==> config.mk <==
export PLATFORM = sky130hd
export DESIGN_NAME = mem_arbiter
export DESIGN_NICKNAME = d
export VERILOG_FILES = /design/src/rtl/mem_arbiter.sv
export SDC_FILE = /design/constraint.sdc
export NUM_CORES = 1
export LEC_CHECK = 0
export CORE_MARGIN = 8
export CORE_UTILIZATION = 42
export CTS_BUF_LIST = sky130_fd_sc_hd__clkbuf_2 sky130_fd_sc_hd__clkbuf_4 sky130_fd_sc_hd__clkbuf_8
export CTS_CLUSTER_DIAMETER = 150
export DETAILED_ROUTE_END_ITERATION = 7
export PLACE_DENSITY = 0.88
export SLEW_MARGIN = 20
export SYNTH_ARGS = -nofsm -noshare
export SYNTH_HDL_FRONTEND = slang
export SYNTH_SLANG_ARGS = --single-unit
==> constraint.sdc <==
create_clock -name clk_i -period 1.7 [get_ports clk_i]
set_input_delay 0.425 -clock clk_i [delete_from_list [all_inputs] [get_ports clk_i]]
set_output_delay 0.425 -clock clk_i [all_outputs]
set_load 0.1 [all_outputs]
==> src/rtl/mem_arbiter.sv <==
// Two-port arbiter sharing one single-ported memory between the CPU and a DMA engine.
// CPU has priority; DMA is forced through after MaxWait consecutive contested CPU grants.
module mem_arbiter #(
    parameter int unsigned MemLat  = 1,
    parameter int unsigned MaxWait = 4
) (
    input  logic        clk_i,
    input  logic        rst_ni,

    input  logic        cpu_rd_i,
    input  logic        cpu_wr_i,
    input  logic [31:0] cpu_addr_i,
    input  logic [31:0] cpu_wdata_i,
    output logic [31:0] cpu_rdata_o,
    output logic        cpu_ack_o,
    output logic        cpu_stall_o,

    input  logic        dma_rd_i,
    input  logic        dma_wr_i,
    input  logic [31:0] dma_addr_i,
    input  logic [31:0] dma_wdata_i,
    output logic [31:0] dma_rdata_o,
    output logic        dma_ack_o,

    output logic        mem_read_o,
    output logic        mem_write_o,
    output logic [31:0] mem_addr_o,
    output logic [31:0] mem_wdata_o,
    input  logic [31:0] mem_rdata_i
);

    localparam int unsigned CntW = $clog2(MemLat + 1);
    localparam int unsigned StW  = (MaxWait > 0) ? $clog2(MaxWait + 1) : 1;

    typedef enum logic [1:0] {StIdle, StAccess, StResp} state_e;

    state_e            state_q, state_d;
    logic [CntW-1:0]   cnt_q, cnt_d;
    logic [StW-1:0]    starve_q, starve_d;
    logic              owner_q, owner_d;  // 1: DMA owns the current access
    logic              mem_read_q, mem_read_d;
    logic              mem_write_q, mem_write_d;
    logic [31:0]       mem_addr_q, mem_addr_d;
    logic [31:0]       mem_wdata_q, mem_wdata_d;
    logic [31:0]       cpu_rdata_q, cpu_rdata_d;
    logic [31:0]       dma_rdata_q, dma_rdata_d;
    logic              cpu_ack_q, cpu_ack_d;
    logic              dma_ack_q, dma_ack_d;

    logic cpu_req, dma_req, grant, dma_win, last;

    assign cpu_req = cpu_rd_i | cpu_wr_i;
    assign dma_req = dma_rd_i | dma_wr_i;
    assign grant   = cpu_req | dma_req;
    assign dma_win = dma_req & (~cpu_req | (starve_q >= StW'(MaxWait)));
    assign last    = (cnt_q == CntW'(1));

    // State register
    always_ff @(posedge clk_i) begin
        if (!rst_ni) begin
            state_q <= StIdle;
        end else begin
            state_q <= state_d;
        end
    end

    // Next-state logic
    always_comb begin
        state_d = state_q;
        unique case (state_q)
            StIdle:   if (grant) state_d = StAccess;
            StAccess: if (last)  state_d = StResp;
            StResp:   state_d = StIdle;
            default:  state_d = StIdle;
        endcase
    end

    // Datapath / output next-values
    always_comb begin
        cnt_d       = cnt_q;
        starve_d    = starve_q;
        owner_d     = owner_q;
        mem_read_d  = mem_read_q;
        mem_write_d = mem_write_q;
        mem_addr_d  = mem_addr_q;
        mem_wdata_d = mem_wdata_q;
        cpu_rdata_d = cpu_rdata_q;
        dma_rdata_d = dma_rdata_q;
        cpu_ack_d   = 1'b0;
        dma_ack_d   = 1'b0;
        unique case (state_q)
            StIdle: begin
                if (!dma_req || dma_win) begin
                    starve_d = '0;
                end else if (starve_q < StW'(MaxWait)) begin
                    starve_d = starve_q + StW'(1);
                end
                if (grant) begin
                    owner_d = dma_win;
                    cnt_d   = CntW'(MemLat);
                    // rd and wr together decode as a write
                    if (dma_win) begin
                        mem_write_d = dma_wr_i;
                        mem_read_d  = dma_rd_i & ~dma_wr_i;
                        mem_addr_d  = dma_addr_i;
                        mem_wdata_d = dma_wdata_i;
                    end else begin
                        mem_write_d = cpu_wr_i;
                        mem_read_d  = cpu_rd_i & ~cpu_wr_i;
                        mem_addr_d  = cpu_addr_i;
                        mem_wdata_d = cpu_wdata_i;
                    end
                end
            end
            StAccess: begin
                cnt_d = cnt_q - CntW'(1);
                if (last) begin
                    mem_read_d  = 1'b0;
                    mem_write_d = 1'b0;
                    if (owner_q) begin
                        dma_ack_d = 1'b1;
                        if (mem_read_q) dma_rdata_d = mem_rdata_i;
                    end else begin
                        cpu_ack_d = 1'b1;
                        if (mem_read_q) cpu_rdata_d = mem_rdata_i;
                    end
                end
            end
            default: ;
        endcase
    end

    always_ff @(posedge clk_i) begin
        if (!rst_ni) begin
            cnt_q       <= '0;
            starve_q    <= '0;
            owner_q     <= 1'b0;
            mem_read_q  <= 1'b0;
            mem_write_q <= 1'b0;
            mem_addr_q  <= '0;
            mem_wdata_q <= '0;
            cpu_rdata_q <= '0;
            dma_rdata_q <= '0;
            cpu_ack_q   <= 1'b0;
            dma_ack_q   <= 1'b0;
        end else begin
            cnt_q       <= cnt_d;
            starve_q    <= starve_d;
            owner_q     <= owner_d;
            mem_read_q  <= mem_read_d;
            mem_write_q <= mem_write_d;
            mem_addr_q  <= mem_addr_d;
            mem_wdata_q <= mem_wdata_d;
            cpu_rdata_q <= cpu_rdata_d;
            dma_rdata_q <= dma_rdata_d;
            cpu_ack_q   <= cpu_ack_d;
            dma_ack_q   <= dma_ack_d;
        end
    end

    assign cpu_rdata_o = cpu_rdata_q;
    assign cpu_ack_o   = cpu_ack_q;
    assign cpu_stall_o = cpu_req & ~cpu_ack_q;
    assign dma_rdata_o = dma_rdata_q;
    assign dma_ack_o   = dma_ack_q;
    assign mem_read_o  = mem_read_q;
    assign mem_write_o = mem_write_q;
    assign mem_addr_o  = mem_addr_q;
    assign mem_wdata_o = mem_wdata_q;

endmodule

==> impl_table.tex <==
\begin{tabular}{lr}
\hline
Metric & Value \\
\hline
\multicolumn{2}{l}{\textbf{Clocking}} \\
\quad Clock tree from TritonCTS & yes \\
\quad Reg clk slew, reported paths & 0.07 ns \\
\quad Post-CTS setup buffers & 0 \\
\quad Clock Sinks & 139 \\
\quad Number of buffers inserted for hold repair after clock tree synthesis & 0 \\
\quad Number of levels the H-tree was split into & 4 \\
\quad Clock Root Buffer & clkbuf\_8 \\
\quad Clock latency reported for the late side of the worst-skew pair & 0.45 ns \\
\quad Number of CTS-inserted buffers & 17 \\
\quad Clock tree buffer depth & 2 \\
\multicolumn{2}{l}{\textbf{Drt}} \\
\quad Drc violations & 0 \\
\quad Detail Route met3 WL & 2.42 mm \\
\quad Uppermost layer routed & met4 \\
\quad DR WL/cell & 21.1 um \\
\quad Antenna-violating nets left & 0 \\
\quad Met2 routed wirelength & 12.7 mm \\
\quad Number of DRC violations after detailed-routing iteration 0 & 540 \\
\quad Detailed-route via count & 6535 \\
\quad Wire length on met1 & 8.24 mm \\
\quad Via-per-instance ratio & 5.68 \\
\quad Drt pass-1 iters & 5 \\
\quad Wire length reported by the detailed router & 24.3 mm \\
\multicolumn{2}{l}{\textbf{Yosys}} \\
\quad Biggest area consumer among synthesized cells & dfxtp\_1 \\
\quad Syn\_area\_per\_cell & 8.81 um2 \\
\quad Primary FF master, synth & dfxtp\_1 \\
\quad Count leader, synth & dfxtp\_1 \\
\quad Proportion of register bits with asynchronous set or reset after synthesis & 0 \\
\quad YS warnings & 0 \\
\quad Number of nets in the synthesized netlist & 846 \\
\quad Cell area after synthesis & 5980 um2 \\
\quad Leading cell types by total area after synthesis & dfxtp\_1 47\%, mux2i\_1 11\%, a311oi\_1 9.4\% \\
\quad Gate count of the mapped netlist & 679 \\
\quad Number of enable-type register cells in the synthesized netlist & 0 \\
\quad Proportion of netlist area held by the largest area contributor & 0.465 \\
\quad Most frequent cells after synthesis & 139 x dfxtp\_1, 100 x nand2\_1, 71 x a21oi\_1 \\
\quad Library cells used by synthesis & 38 \\
\quad Register bit count reported by yosys & 139 \\
\quad Share of the yosys chip area belonging to registers & 0.465 \\
\multicolumn{2}{l}{\textbf{Timing}} \\
\quad Fin worst setup slack & 0.0411 ns \\
\quad Count of pins over their slew limit & 0 \\
\quad Final Skew & 0.00840 ns \\
\quad Least-Margin Pin Slew & 0.444 ns \\
\quad Total negative slack & 0 ns \\
\quad Fin crit share & 0.976 \\
\quad Number of setup violations in the final report & 0 \\
\quad Peak clock frequency supported by timing & 0.603 GHz \\
\quad Slew margin rel. & 0.704 \\
\quad Count of endpoints failing hold in the final timing report & 0 \\
\quad Min Clock Period, post-route & 1.66 ns \\
\quad Minimum hold slack & 0.341 ns \\
\quad Setup repair after global routing missed its margin & no \\
\multicolumn{2}{l}{\textbf{Global route}} \\
\quad Pin count of the biggest net entering global routing & 97 \\
\quad Via count of the first global-routing pass & 6737 \\
\quad Global-route wire length before repair & 37.2 mm \\
\quad Antenna violations before repair & 3 \\
\quad Global-route usage over all layers & 0.259 \\
\quad Gr ovfl total & 0 \\
\multicolumn{2}{l}{\textbf{Critical path}} \\
\quad Critical Path Stages & 5 \\
\quad Worst reg-to-reg path cell count & 4 \\
\quad Category of the worst setup path capture point & primary output \\
\quad Critical Path AT & 1.23 ns \\
\quad Number of buffers and inverters on the critical path & 3 \\
\quad Worst EP required & 1.27 ns \\
\quad Peak per-stage delay on the critical path & 0.29 ns \\
\quad Setup slack on the worst flop-to-flop path & 0.12 ns \\
\quad Kind of critical path & primary input to primary output \\
\quad Cell-by-cell trace of the critical path & dlygate4sd2\_1 > buf\_4 > nor2\_2 > nor2\_4 > buf\_12 \\
\quad Cell with the largest stage delay on the worst path & dlygate4sd2\_1 \\
\quad Endpoint of the worst-slack reg-to-reg timing path & mem\_wdata\_o[11]\$\_SDFFE\_PN0P\_ \\
\quad Maximum net fanout on the critical path & 5 \\
\quad Startpoint of the worst-slack reg-to-reg timing path & state\_q[0]\$\_SDFFE\_PN0P\_ \\
\quad Kind of cell adding the most delay to the critical path & buffers and inverters \\
\quad Setup crit start kind & primary input \\
\multicolumn{2}{l}{\textbf{Pwr}} \\
\quad Ratio of total power to cell area & 949 nW/um2 \\
\quad Leak pwr & 4.28 nW \\
\quad Max IR drop VDD & 0.624 mV \\
\quad Overall power consumption & 10.5 mW \\
\multicolumn{2}{l}{\textbf{Place}} \\
\quad Routability-driven placement congestion ratio & 0.837 \\
\quad Post-place setup slack & -0.480 ns \\
\quad Post-DP HPWL & 17.9 mm \\
\quad Port-buffer cells & 298 \\
\quad Placed Instance Area & 10600 um2 \\
\quad Cell count after placement & 1114 \\
\multicolumn{2}{l}{\textbf{Cells and area}} \\
\quad Layout cells sized above 1 & 0.224 \\
\quad Number of non-filler instances in the completed layout & 1150 \\
\quad Net count, final & 1120 \\
\quad P\&R area growth vs syn & 85.0\% \\
\quad Final cell area excluding filler cells & 11100 um2 \\
\quad End-of-flow core utilization & 0.797 \\
\multicolumn{2}{l}{\textbf{Floorplan}} \\
\quad Core region area & 13900 um2 \\
\quad Die Outline Area & 18300 um2 \\
\quad Io pins & 299 \\
\quad Die X & 135 um \\
\quad Initial core utilization & 0.431 \\
\quad Placement Rows & 43 \\
\quad Height of the chip & 135 um \\
\multicolumn{2}{l}{\textbf{Min path}} \\
\quad Min-delay src & rst\_ni \\
\quad WHS Endpoint & mem\_read\_o\$\_SDFFE\_PN0P\_ \\
\quad Worst hold stages & 3 \\
\quad Min-Delay Path Class & primary input to flip-flop \\
\multicolumn{2}{l}{\textbf{Run status}} \\
\quad Result of the run & complete, no violations \\
\multicolumn{2}{l}{\textbf{Job}} \\
\quad Max\_cap viols & 0 \\
\hline
\end{tabular}
where the power goes:
group	internal, mW	switching (mW)
clock network	1.58	1.25
registers	3.49	0.263
logic	1.52	2.40
layout by cell type (no fill, tap or decap), drive strengths merged, types with 7 or more instances in the layout:
master,Yosys,final
a21oi,71,71
a311oi,64,64
buf,38,167
clkbuf,38,26
clkdlybuf4s50,0,162
dfxtp,139,139
mux2i,64,64
nand2,100,100
nand3,66,66
nor2,7,7
o21ai,65,65
sequential cells by signal (all words and copies together), names as in the netlist:
signal	count
cnt_q	1
cpu_ack_o	1
cpu_rdata_o	32
dma_ack_o	1
dma_rdata_o	32
mem_addr_o	32
mem_read_o	1
mem_wdata_o	32
mem_write_o	1
owner_q	1
starve_q	3
state_q	2
cells by family after synthesis:
| logic type | Yosys count | synth area share |
|---|---|---|
| DFF | 139 | 0.465 |
| AOI/OAI and AO/OA | 207 | 0.218 |
| buffers and inverters | 78 | 0.0636 |
| adders and majority gates | 1 | 0.00209 |
| and+or+nand+nor | 189 | 0.142 |
| xor gates and xnor gates | 1 | 0.00147 |
| muxes | 64 | 0.107 |
tightest hold or removal path: stages:
cell and delay (ns):
buf_2 0.15, o2111ai_1 0.10, o41ai_1 0.07
layout make-up:
type / count / area [um2]
fill: 803 / 2820
clock buffer: 26 / 339
tap: 180 / 225
multi-input combinational: 462 / 2900
sequential: 139 / 2780
inverter: 2 / 7.51
clock inverter: 6 / 82.6
antenna: 4 / 10.0
timing repair buffer: 331 / 4720
worst max path at each step:
stage | from | endpoint | slack (ns)
floorplan | cpu_ack_o$_SDFF_PN0_ | cpu_stall_o | -0.02
global placement | dma_wr_i | mem_wdata_o[23]$_SDFFE_PN0P_ | -0.36
detailed placement | dma_wr_i | mem_wdata_o[11]$_SDFFE_PN0P_ | -0.48
CTS | cpu_wr_i | cpu_stall_o | 0.04
global route | cpu_wr_i | cpu_stall_o | 0.01
finish | cpu_wr_i | cpu_stall_o | 0.04
layer usage:
metal | global-route usage | vias up
li1 | - | 3034
met3 | 0.0961 | 60
met2 | 0.450 | 369
met5 | 0 | -
met4 | 0.140 | 0
met1 | 0.265 | 3072
repair_timing:
action | CTS | global route
pin swaps | 0 | 1
setup endpoints to repair | 2 | 3
gates resized for setup | 5 | 3
(Power assumes the default switching activity.)
